## config.mk

```make
export PLATFORM = sky130hd
export DESIGN_NAME = fp_op_sequencer
export DESIGN_NICKNAME = d
export VERILOG_FILES = /design/src/rtl/fp_op_sequencer.sv
export SDC_FILE = /design/constraint.sdc
export NUM_CORES = 1
export LEC_CHECK = 0
export BUFFER_PORTS_ARGS = -buffer_cell sky130_fd_sc_hd__buf_2
export CAP_MARGIN = 40
export CORE_MARGIN = 2
export CORE_UTILIZATION = 29
export DETAILED_ROUTE_END_ITERATION = 10
export GPL_ROUTABILITY_DRIVEN = 0
export PLACE_DENSITY = 0.47
export SLEW_MARGIN = 20
export SYNTH_ARGS = -nofsm -noshare
export SYNTH_HDL_FRONTEND = slang
export SYNTH_SLANG_ARGS = --single-unit
export TNS_END_PERCENT = 20
```

## constraint.sdc

```tcl
create_clock -name clk -period 5.4 [get_ports clk]
set_clock_uncertainty 0.2 [all_clocks]
set_input_delay 0.81 -clock clk [delete_from_list [all_inputs] [get_ports clk]]
set_output_delay 0.81 -clock clk [all_outputs]
set_load 0.02 [all_outputs]
```

## src/rtl/fp_op_sequencer.sv

```systemverilog
`default_nettype none
// ============================================================================
//  Module   : fp_op_sequencer
//  Purpose  : Buffers FP operation requests in a small FIFO, issues them one at
//             a time to the arithmetic unit and holds each result for the consumer.
//  Revision : 1.0  initial release
// ============================================================================
module fp_op_sequencer #(
   parameter int SIGN_W = 1,
   parameter int EXPO_W = 8,
   parameter int MANT_W = 23,
   parameter int DEPTH  = 4,
   parameter int LAT    = 3,
   localparam int W     = SIGN_W + EXPO_W + MANT_W,
   localparam int CNT_W = $clog2(DEPTH + 1)
) (
   input  logic             clk,
   input  logic             rst_n,
   input  logic             req_valid,
   output logic             req_ready,
   input  logic [W-1:0]     req_a,
   input  logic [W-1:0]     req_b,
   input  logic [1:0]       req_rnd,
   input  logic             req_op,
   output logic             iss_valid,
   output logic [W-1:0]     iss_a,
   output logic [W-1:0]     iss_b,
   output logic [1:0]       iss_rnd,
   output logic             iss_op,
   input  logic [W-1:0]     unit_res,
   output logic             rsp_valid,
   input  logic             rsp_ready,
   output logic [W-1:0]     rsp_res,
   output logic             rsp_op,
   output logic [CNT_W-1:0] fifo_cnt,
   output logic             busy
);

   localparam int EW    = 2 * W + 3;
   localparam int PTR_W = $clog2(DEPTH);
   localparam int LCW   = $clog2(LAT + 1);
   localparam logic [LCW-1:0]   c_LAT   = LCW'(LAT);
   localparam logic [CNT_W-1:0] c_DEPTH = CNT_W'(DEPTH);

   typedef enum logic [1:0] {
      S_IDLE = 2'd0,
      S_WAIT = 2'd1,
      S_RESP = 2'd2
   } state_t;

   state_t           r_state;
   state_t           w_state_nxt;
   logic             w_push;
   logic             w_pop;
   logic             w_capture;
   logic             w_fifo_ne;
   logic [EW-1:0]    r_mem [DEPTH];
   logic [EW-1:0]    w_head;
   logic [PTR_W-1:0] r_wr_ptr;
   logic [PTR_W-1:0] r_rd_ptr;
   logic [CNT_W-1:0] r_cnt;
   logic [LCW-1:0]   r_wait;

   // Ready depends on occupancy only, never on the response side.
   assign req_ready = (r_cnt < c_DEPTH);
   assign w_push    = req_valid && req_ready;
   assign w_fifo_ne = (r_cnt != '0);
   assign w_head    = r_mem[r_rd_ptr];
   assign fifo_cnt  = r_cnt;
   assign iss_valid = (r_state == S_WAIT);
   assign rsp_valid = (r_state == S_RESP);
   assign busy      = (r_state != S_IDLE) || w_fifo_ne;

   always_ff @(posedge clk or negedge rst_n) begin
      if (!rst_n) r_state <= S_IDLE;
      else        r_state <= w_state_nxt;
   end

   always_comb begin
      w_state_nxt = r_state;
      w_pop       = 1'b0;
      w_capture   = 1'b0;
      case (r_state)
         S_IDLE: begin
            if (w_fifo_ne) begin
               w_pop       = 1'b1;
               w_state_nxt = S_WAIT;
            end
         end
         S_WAIT: begin
            if (r_wait == LCW'(1)) begin
               w_capture   = 1'b1;
               w_state_nxt = S_RESP;
            end
         end
         S_RESP: begin
            if (rsp_ready) begin
               w_pop       = w_fifo_ne;
               w_state_nxt = w_fifo_ne ? S_WAIT : S_IDLE;
            end
         end
         default: w_state_nxt = S_IDLE;
      endcase
   end

   // Storage is not reset; pointers and count define what is valid.
   always_ff @(posedge clk) begin
      if (w_push) r_mem[r_wr_ptr] <= {req_a, req_b, req_rnd, req_op};
   end

   always_ff @(posedge clk or negedge rst_n) begin
      if (!rst_n) begin
         r_wr_ptr <= '0;
         r_rd_ptr <= '0;
         r_cnt    <= '0;
      end else begin
         if (w_push) r_wr_ptr <= r_wr_ptr + PTR_W'(1);
         if (w_pop)  r_rd_ptr <= r_rd_ptr + PTR_W'(1);
         case ({w_push, w_pop})
            2'b10:   r_cnt <= r_cnt + CNT_W'(1);
            2'b01:   r_cnt <= r_cnt - CNT_W'(1);
            default: r_cnt <= r_cnt;
         endcase
      end
   end

   always_ff @(posedge clk or negedge rst_n) begin
      if (!rst_n) begin
         iss_a   <= '0;
         iss_b   <= '0;
         iss_rnd <= '0;
         iss_op  <= 1'b0;
         r_wait  <= '0;
         rsp_res <= '0;
         rsp_op  <= 1'b0;
      end else begin
         if (w_pop) begin
            {iss_a, iss_b, iss_rnd, iss_op} <= w_head;
            r_wait <= c_LAT;
         end else if (r_state == S_WAIT) begin
            r_wait <= r_wait - LCW'(1);
         end
         if (w_capture) begin
            rsp_res <= unit_res;
            rsp_op  <= iss_op;
         end
      end
   end

endmodule
`default_nettype wire

```

# Word-level counts from Yosys, hierarchy flattened
# Memories as Yosys holds them, arrays and structs flattened. A register that Yosys moved wholly into a read port is not among the register bits.
# Cells that the tools add are included.
[classes] n_reduce_logical=9 magnitude_cmp=1 eq_ne=8 mux=15 addsub=5
[ops] cell="2-bit two-way mux" n=5
[ops] cell="1-bit two-way mux" n=7
[ops] cell="2-bit by 1-bit == test with 1-bit output, second input constant" n=3
[ops] cell="2-bit case mux with 3 select lines" n=1
[ops] cell="3-bit case mux with 2 select lines" n=1
[ops] cell="2-bit nonzero test" n=3
[ops] cell="2-bit by 1-bit adder with 2-bit output, second input constant" n=2
[ops] cell="2-bit == test, second input constant" n=2
[ops] cell="2-bit by 1-bit != test with 1-bit output, second input constant" n=2
[ops] cell="3-bit by 1-bit adder with 3-bit output, second input constant" n=1
[ops] cell="3-bit < comparator, second input constant" n=1
[ops] cell="3-bit AND reduction" n=1
[ops] cell="3-bit nonzero test" n=1
[ops] cell="3-bit by 1-bit subtractor with 3-bit output, second input constant" n=1
[ops] cell="2-bit zero test" n=1
[ops] cell="2-bit != test, second input constant" n=1
[ops] cell="1-bit case mux with 2 select lines" n=1
[ops] cell="2-bit by 1-bit subtractor with 2-bit output, second input constant" n=1
[ops] cell="1-bit logical AND" n=1
[ops] cell="1-bit zero test" n=1
[ops] cell="1-bit logical OR" n=1
[totals] reg_bits=44 input_bits=103 wordCells=46 memories=1 ramBits=268
[memory_table] name="r_mem" depth=4 word_bits=67 rd=1 rd_clocked_by_memory_dff=1 write_ports=1 line="57" source="logic [EW-1:0] r_mem [DEPTH];"

# Depth between registers and ports, before layout
# Gate-level depths: netlist (run 1).
[logic_depth] word_depth=5 ltp_mapped=12 depth_no_buf=9

# Least setup slack after synthesis (run 1)
# No wires, ideal clock.
[synth_path] path_type="in2reg" from="input req_valid" to="memory r_mem[0][0] (netlist bit) (enable)" n_path_buf=1 t_arrival_ns=2.755 setup_ns=0.432 slack_ns=2.013 t_required_ns=4.768 path_stages=3 cell_sequence="nor2b_1 -> clkbuf_1 -> and2_1"
[synth_between] elab_chain_cells=3
[synth_rtl] element="from (decl)" line="19" source="input logic req_valid,"
[synth_rtl] element="1-bit logical AND" line="66" source="assign w_push = req_valid && req_ready;"
[synth_rtl] element="1-bit two-way mux" line="108" source="if (w_push) r_mem[r_wr_ptr] <= {req_a, req_b, req_rnd, req_op};"
[synth_rtl] element="1-bit two-way mux (implied by the code)" line="108"
[synth_rtl] element="to (decl)" line="57"
# No other way between the ends.

# Worst setup path after layout (run 1)
[layout_path] from="register r_cnt[0], in the netlist fifo_cnt[0]" to="register r_cnt[2], in the netlist fifo_cnt[2]"
[layout_between] elab_chain_cells=5 word_cells_on_any_way=12 classes_between="add/sub: 2; order compare: 1; eq/ne: 2; mux: 4; reduce/logical: 3"
[layout_rtl] element="from (decl)" line="61" source="logic [CNT_W-1:0] r_cnt;"
[layout_rtl] element="from (signal assigned)" line="120" source="2'b10: r_cnt <= r_cnt + CNT_W'(1);"
[layout_rtl] element="from (signal assigned)" line="121" source="2'b01: r_cnt <= r_cnt - CNT_W'(1);"
[layout_rtl] element="from (signal assigned)" line="122" source="default: r_cnt <= r_cnt;"
[layout_rtl] element="3-bit nonzero test" line="67" source="assign w_fifo_ne = (r_cnt != '0);"
[layout_rtl] element="1-bit two-way mux (on tied branches)" line="97, 85"
[layout_rtl] element="1-bit case mux with 2 select lines" line="83" source="case (r_state)"
[layout_rtl] element="2-bit by 1-bit == test with 1-bit output or 2-bit == test (tied branches)" line="119" source="case ({w_push, w_pop})"
[layout_rtl] element="3-bit case mux with 2 select lines or 2-bit nonzero test (tied branches)"
# Parallel ways exist; a longest one is shown, timed or not.
# A chain may end at the register's enable or synchronous reset.

==> flow_summary_export.csv, run 1 <==
group,metric,value,unit
status,status,"finished clean",
timing,fin_crit_sh,0.510,
timing,max-slew-margin-rel,0.558,
synthesis,syn_nets,733,
global_routing,grt_max_degree,51,
clock_network,clk-insertion-delay-late,550,ps
routing,drt-total-wl,29.2,mm
power,finalPower,10400,µW
cells_and_area,final_cell_mix,"edfxtp_1 (268), buf_2 (208), dfrtp_1 (109), mux2_2 (81), mux4_2 (67)",
cells_and_area,diodes,0,
power,pwr-share-comb,0.317,
floorplanning,design.die.area,50400,µm²
routing,drtIter0Drc,268,
global_routing,grt_pass1_vias,7226,
timing,slew_violations,0,
setup_path,cp.required,5670,ps
routing,vias,6632,
synthesis,synth_warnings,0,
setup_path,start_kind,"register",
cells_and_area,drive_gt1_frac,0.509,
power,power.switching,3190,µW
cells_and_area,mostFrequentLayoutCell,"edfxtp_1",
clock_network,post-cts-setup-buffers,0,
cells_and_area,layout.cells.non_filler,1513,
cells_and_area,fin_nets,974,
routing,post-route-drc-count,0,
floorplanning,io_pins,210,
floorplanning,rows,80,
global_routing,grt_pass1_wl,44.4,mm
timing,fin_crit,2750,ps
routing,firstDrtPassIters,4,
global_routing,met3_usage,0.0374,
global_routing,top_usage_layer,"met2",
global_routing,grt-ovfl-total,0,
global_routing,grt_usage,0.117,
clock_network,cts_made_buffers,44,
placed_design,dpl_cell_area,15900,µm²
placed_design,place.detailed.hpwl,18.0,mm
clock_network,cts.clk_slew.worst_paths,60,ps
timing,setup_tns,0,ps
timing,grt_setup_unrepaired,"no",
timing,whs,95.6,ps
synthesis,synthCells,623,
clock_network,cts_resized,0,
cells_and_area,fill_cells,4505,
power,cellLeakagePower,0.00640,µW
setup_path,path_class,"reg -> reg",
run,max-cap-violations,0,
timing,fmax,363,MHz
clock_network,ctsHoldBuffers,0,
setup_path,critical_path_peak_fanout,36,
synthesis,synth-seq-area-share,0.768,
power,p_int,7160,µW
global_routing,grt_util_met2,0.190,
clock_network,cts_tree,"done",
global_routing,use_met1,0.152,
routing,route.antenna.remaining_nets,0,
power,power.share.switching,0.308,
floorplanning,coreArea,47800,µm²
setup_path,endpoint_kind,"register",
cells_and_area,final_area,17300,µm²
timing,setup_violations,0,
cells_and_area,syn2layout_area_growth,22.8,%
clock_network,ctsLongestPathBuffers,3,
floorplanning,start_util,0.294,
synthesis,syn_area,14100,µm²
floorplanning,die_x,224,µm
routing,avgViaCountPerCell,4.38,
global_routing,antenna_found_initial,3,
setup_path,arrival,3030,ps
power,ir_drop,264,µV
synthesis,synth-seq-cells,379,
synthesis,ys_types,27,
timing,worst_slew_pin_slew,662,ps
placed_design,numPortBuffers,209,
routing,wl_per_cell,19.3,µm
floorplanning,die_h,224,µm
power,pwr-share-clk,0.273,
synthesis,synth.avg_cell_area,22.6,µm²
placed_design,placed_cells,1432,
clock_network,cts.sinks,379,
power,pwr_density_cell,598,nW/µm²
min_path,hp-class,"in -> async",
clock_network,htreeDepth,2,
timing,hold_viol_final,0,
power,seq_power_share,0.409,
clock_network,root_buffer,"clkbuf_16",
cells by family (layout without fill, tap and decap cells):
group	count (synthesis)	in the layout	share of synthesized area
AOI/OAI and AO/OA	4	4	0.00160
adders and majority gates	7	7	0.00675
DFF	379	379	0.768
muxes	168	168	0.193
xor gates and xnor gates	7	7	0.00435
and+or+nand+nor	18	18	0.00720
buffers and inverters	40	315	0.0188
registers in the layout (all words and copies together) (netlist names):
register / count
rsp_op: 1
r_wait: 2
r_rd_ptr: 2
r_mem: 268
iss_a: 32
r_state: 2
iss_op: 1
rsp_res: 32
iss_rnd: 2
r_wr_ptr: 2
iss_b: 32
fifo_cnt: 3
metal layers:
metal | up-vias | wire length [µm]
met1 | 3428 | 12900
met5 | - | 37
met2 | 195 | 13900
met3 | 48 | 1850
met4 | 6 | 461
li1 | 2955 | -
layout make-up:
type,instances,area [µm²],area share
clock inverter,18,170,0.00984
tap,615,769,0.0445
timing repair buffer,224,1270,0.0732
clock buffer,62,1210,0.0699
sequential,379,10800,0.626
inverter,11,46.3,0.00268
multi-input combinational,204,3010,0.174
stage by stage:
stage / util / setup slack (ps)
2_1_floorplan: - / 2010
3_3_place_gp: 0.330 / 2200
3_5_place_dp: 0.332 / 2200
4_1_cts: 0.361 / 2560
5_1_grt: 0.362 / 2380
6_report: 0.362 / 2650
worst max-delay path, stage by stage (launching register included):
cell	delay, ps
dfrtp_1	420
nor3_2	90
or3_1	480
clkinv_4	390
ha_1	270
inv_1	60
fa_1	370
xor2_1	150
nor2_1	110
xnor2_1	120
synth_stat cells:
cell | count | area share
buf_4 | 5 | 0.0027
clkinv_4 | 1 | 0.00062
o21ai_0 | 3 | 0.0011
mux2_4 | 19 | 0.020
nor4b_1 | 1 | 0.00062
edfxtp_1 | 268 | 0.57
mux4_2 | 67 | 0.11
nor2b_1 | 3 | 0.0013
nand2_1 | 5 | 0.0013
inv_1 | 10 | 0.0027
ha_1 | 6 | 0.0053
nor2_1 | 2 | 0.00053
xnor2_1 | 5 | 0.0031
buf_6 | 4 | 0.0032
dfrtp_1 | 111 | 0.20
buf_12 | 3 | 0.0043
mux2_2 | 81 | 0.065
mux2i_1 | 1 | 0.00071
fa_1 | 1 | 0.0014
nand2b_1 | 1 | 0.00044
or3_1 | 1 | 0.00044
clkbuf_1 | 7 | 0.0019
buf_2 | 10 | 0.0036
nor3_2 | 1 | 0.00071
xor2_1 | 2 | 0.0012
and2_1 | 4 | 0.0018
o211ai_1 | 1 | 0.00053
path summary, 6_finish.rpt:
check	endpoint	start	cells after the start	slack, ps
setup / recovery	fifo_cnt[2]$_DFFE_PN0P_	fifo_cnt[0]$_DFFE_PN0P_	9	2650
hold / removal	rsp_res[11]$_DFFE_PN0P_	rst_n	1	100
setup reg to reg	fifo_cnt[2]$_DFFE_PN0P_	fifo_cnt[0]$_DFFE_PN0P_	9	2650
hold reg to reg	rsp_res[11]$_DFFE_PN0P_	rsp_res[11]$_DFFE_PN0P_	1	300
max in group asynchronous	iss_a[1]$_DFFE_PN0P_	rst_n	2	3850
min in group clk	r_mem[1][10]$_DFFE_PP_	req_b[7]	1	280
power by group through the flow:
stage / sequential, µW / clock [µW] / combinational, µW
global placement: 4380 / 0 / 3230
floorplan: 4680 / 0 / 1990
finish: 4240 / 2830 / 3290
CTS: 4330 / 2940 / 3290
detailed placement: 4380 / 0 / 3290
global route: 4330 / 3060 / 3580
Note: power is estimated with default switching activity, not from simulation.
==> run 2: changes to the inputs <==
- PLACE_DENSITY: 0.47 -> 0.49
- clock period: 5.4 -> 2.5 ns (I/O delays scaled with it)
==> run 2 against run 1 <==
Compared with the run above:
- non-clock buffer count grew 108
- core utilization rose by 2.4 points
- setup slack worse by 2400 ps
- wire length increased by 4.8%
- largest power group unchanged
- critical path depth did not move
- global-route usage up 0.50 points
- critical endpoint unchanged
- flip-flop and latch count did not move
==> flow_summary_export.csv, run 2 (synthesized netlist as in run 1, its figures left out) <==
group,metric,value,unit
status,status,"finished clean",
setup_path,ff2ff_setup_slack,240,ps
cells_and_area,final_cell_mix,"edfxtp_1 (268), buf_2 (208), dfrtp_1 (109), dlygate4sd3_1 (101), mux2_2 (81)",
floorplanning,die_x,224,µm
routing,drt-total-wl,30.6,mm
global_routing,grt_pass1_vias,7782,
cells_and_area,mostFrequentLayoutCell,"edfxtp_1",
global_routing,grt_pass1_wl,46.3,mm
timing,worst_slew_pin_slew,550,ps
clock_network,cts.clk_slew.worst_paths,60,ps
setup_path,cp.required,2780,ps
clock_network,cts_made_buffers,43,
floorplanning,io_pins,210,
min_path,hp-class,"in -> async",
setup_path,worst-r2r-cell-count,9,
timing,max-slew-margin-rel,0.633,
floorplanning,start_util,0.294,
clock_network,cts_tree,"done",
floorplanning,die_h,224,µm
timing,whs,133,ps
timing,slew_violations,0,
clock_network,cts_resized,0,
cells_and_area,drive_gt1_frac,0.472,
cells_and_area,largest_reg_flops,268,
global_routing,antenna_found_initial,1,
floorplanning,design.die.area,50400,µm²
setup_path,endpoint_kind,"register",
clock_network,post-cts-setup-buffers,0,
timing,grt_setup_unrepaired,"no",
routing,post-route-drc-count,0,
setup_path,start_kind,"register",
cells_and_area,diodes,0,
placed_design,numPortBuffers,209,
cells_and_area,final_area,18400,µm²
cells_and_area,multi_input_area,3010,µm²
placed_design,place.detailed.hpwl,17.6,mm
power,pwr_density_cell,1230,nW/µm²
cells_and_area,regMostFlops,"r_mem",
routing,route.antenna.remaining_nets,0,
setup_path,worstReg2RegEnd,"fifo_cnt[2]$_DFFE_PN0P_",
timing,fin_crit,2260,ps
clock_network,htreeDepth,2,
clock_network,ctsLongestPathBuffers,3,
timing,setup_tns,0,ps
timing,hold_viol_final,0,
routing,firstDrtPassIters,4,
setup_path,path_class,"reg -> reg",
setup_path,r2r-start,"r_state[1]$_DFFE_PN0P_",
setup_path,arrival,2530,ps
run,max-cap-violations,0,
power,cellLeakagePower,0.00690,µW
routing,drtIter0Drc,240,
power,ir_drop,894,µV
global_routing,grt_usage,0.122,
routing,vias,7054,
global_routing,grt_max_degree,68,
power,finalPower,22700,µW
cells_and_area,fin_nets,1081,
setup_path,critical_path_peak_fanout,4,
routing,avgViaCountPerCell,4.36,
clock_network,ctsHoldBuffers,101,
placed_design,dpl_cell_area,16100,µm²
routing,wl_per_cell,18.9,µm
cells_and_area,fill_cells,4379,
floorplanning,coreArea,47800,µm²
timing,fin_crit_sh,0.903,
timing,fmax,443,MHz
floorplanning,rows,80,
global_routing,grt-ovfl-total,0,
cells_and_area,syn2layout_area_growth,30.9,%
clock_network,clk-insertion-delay-late,560,ps
clock_network,root_buffer,"clkbuf_16",
clock_network,cts.sinks,379,
cells_and_area,seqCellArea,10800,µm²
timing,setup_violations,0,
-- run 2: where the power goes --
| group | internal [µW] | switching [µW] | total [µW] |
|---|---|---|---|
| Combinational | 3670 | 3860 | 7530 |
| Clock | 3600 | 2490 | 6090 |
| Sequential | 8380 | 728 | 9100 |
| Total | 15600 | 7090 | 22700 |
-- run 2: how the worst max path moves through the flow --
stage / slack, ps / endpoint / start / cells after the start
CTS: 230 / fifo_cnt[2]$_DFFE_PN0P_ / r_state[1]$_DFFE_PN0P_ / 9
floorplan: -560 / r_mem[0][0]$_DFFE_PP_ / fifo_cnt[2]$_DFFE_PN0P_ / 3
detailed placement: 260 / fifo_cnt[2]$_DFFE_PN0P_ / r_state[1]$_DFFE_PN0P_ / 9
global route: 30 / fifo_cnt[2]$_DFFE_PN0P_ / fifo_cnt[0]$_DFFE_PN0P_ / 9
global placement: 250 / fifo_cnt[2]$_DFFE_PN0P_ / r_state[1]$_DFFE_PN0P_ / 9
finish: 240 / fifo_cnt[2]$_DFFE_PN0P_ / r_state[1]$_DFFE_PN0P_ / 9
-- run 2: final cells by class --
class,count,share of cell area
Timing Repair Buffer,332,0.131
Sequential cell,379,0.588
Multi-Input combinational cell,204,0.163
Clock buffer,54,0.0628
Inverter,11,0.00251
Tap cell,615,0.0417
Clock inverter,24,0.0115
-- run 2: metrics by stage --
| stage | instances | utilization | setup WS (ps) |
|---|---|---|---|
| final | 1619 | 0.385 | 241 |
| after global routing | 1619 | 0.385 | 27.4 |
| after CTS | 1619 | 0.385 | 228 |
| after detailed placement | 1440 | 0.336 | 259 |
| after global placement | 1440 | 0.336 | 249 |
| after floorplan | 623 | - | -564 |
-- run 2: layer usage --
metal  part of all wire  vias up  global-route usage
met1               0.44     3621               0.157
met5            0.00052        -                   0
met2               0.47      196               0.199
met3              0.062       54              0.0337
li1                   -     3181                   -
met4              0.025        2              0.0451
-- run 2: worst max-delay path, stage by stage (launching register included) --
cell and delay (ps):
dfrtp_1 400, nor2b_1 150, or3_1 380, clkinv_4 80
ha_1 170, inv_1 60, fa_1 370, xor2_1 150
nor2_1 110, xnor2_1 120
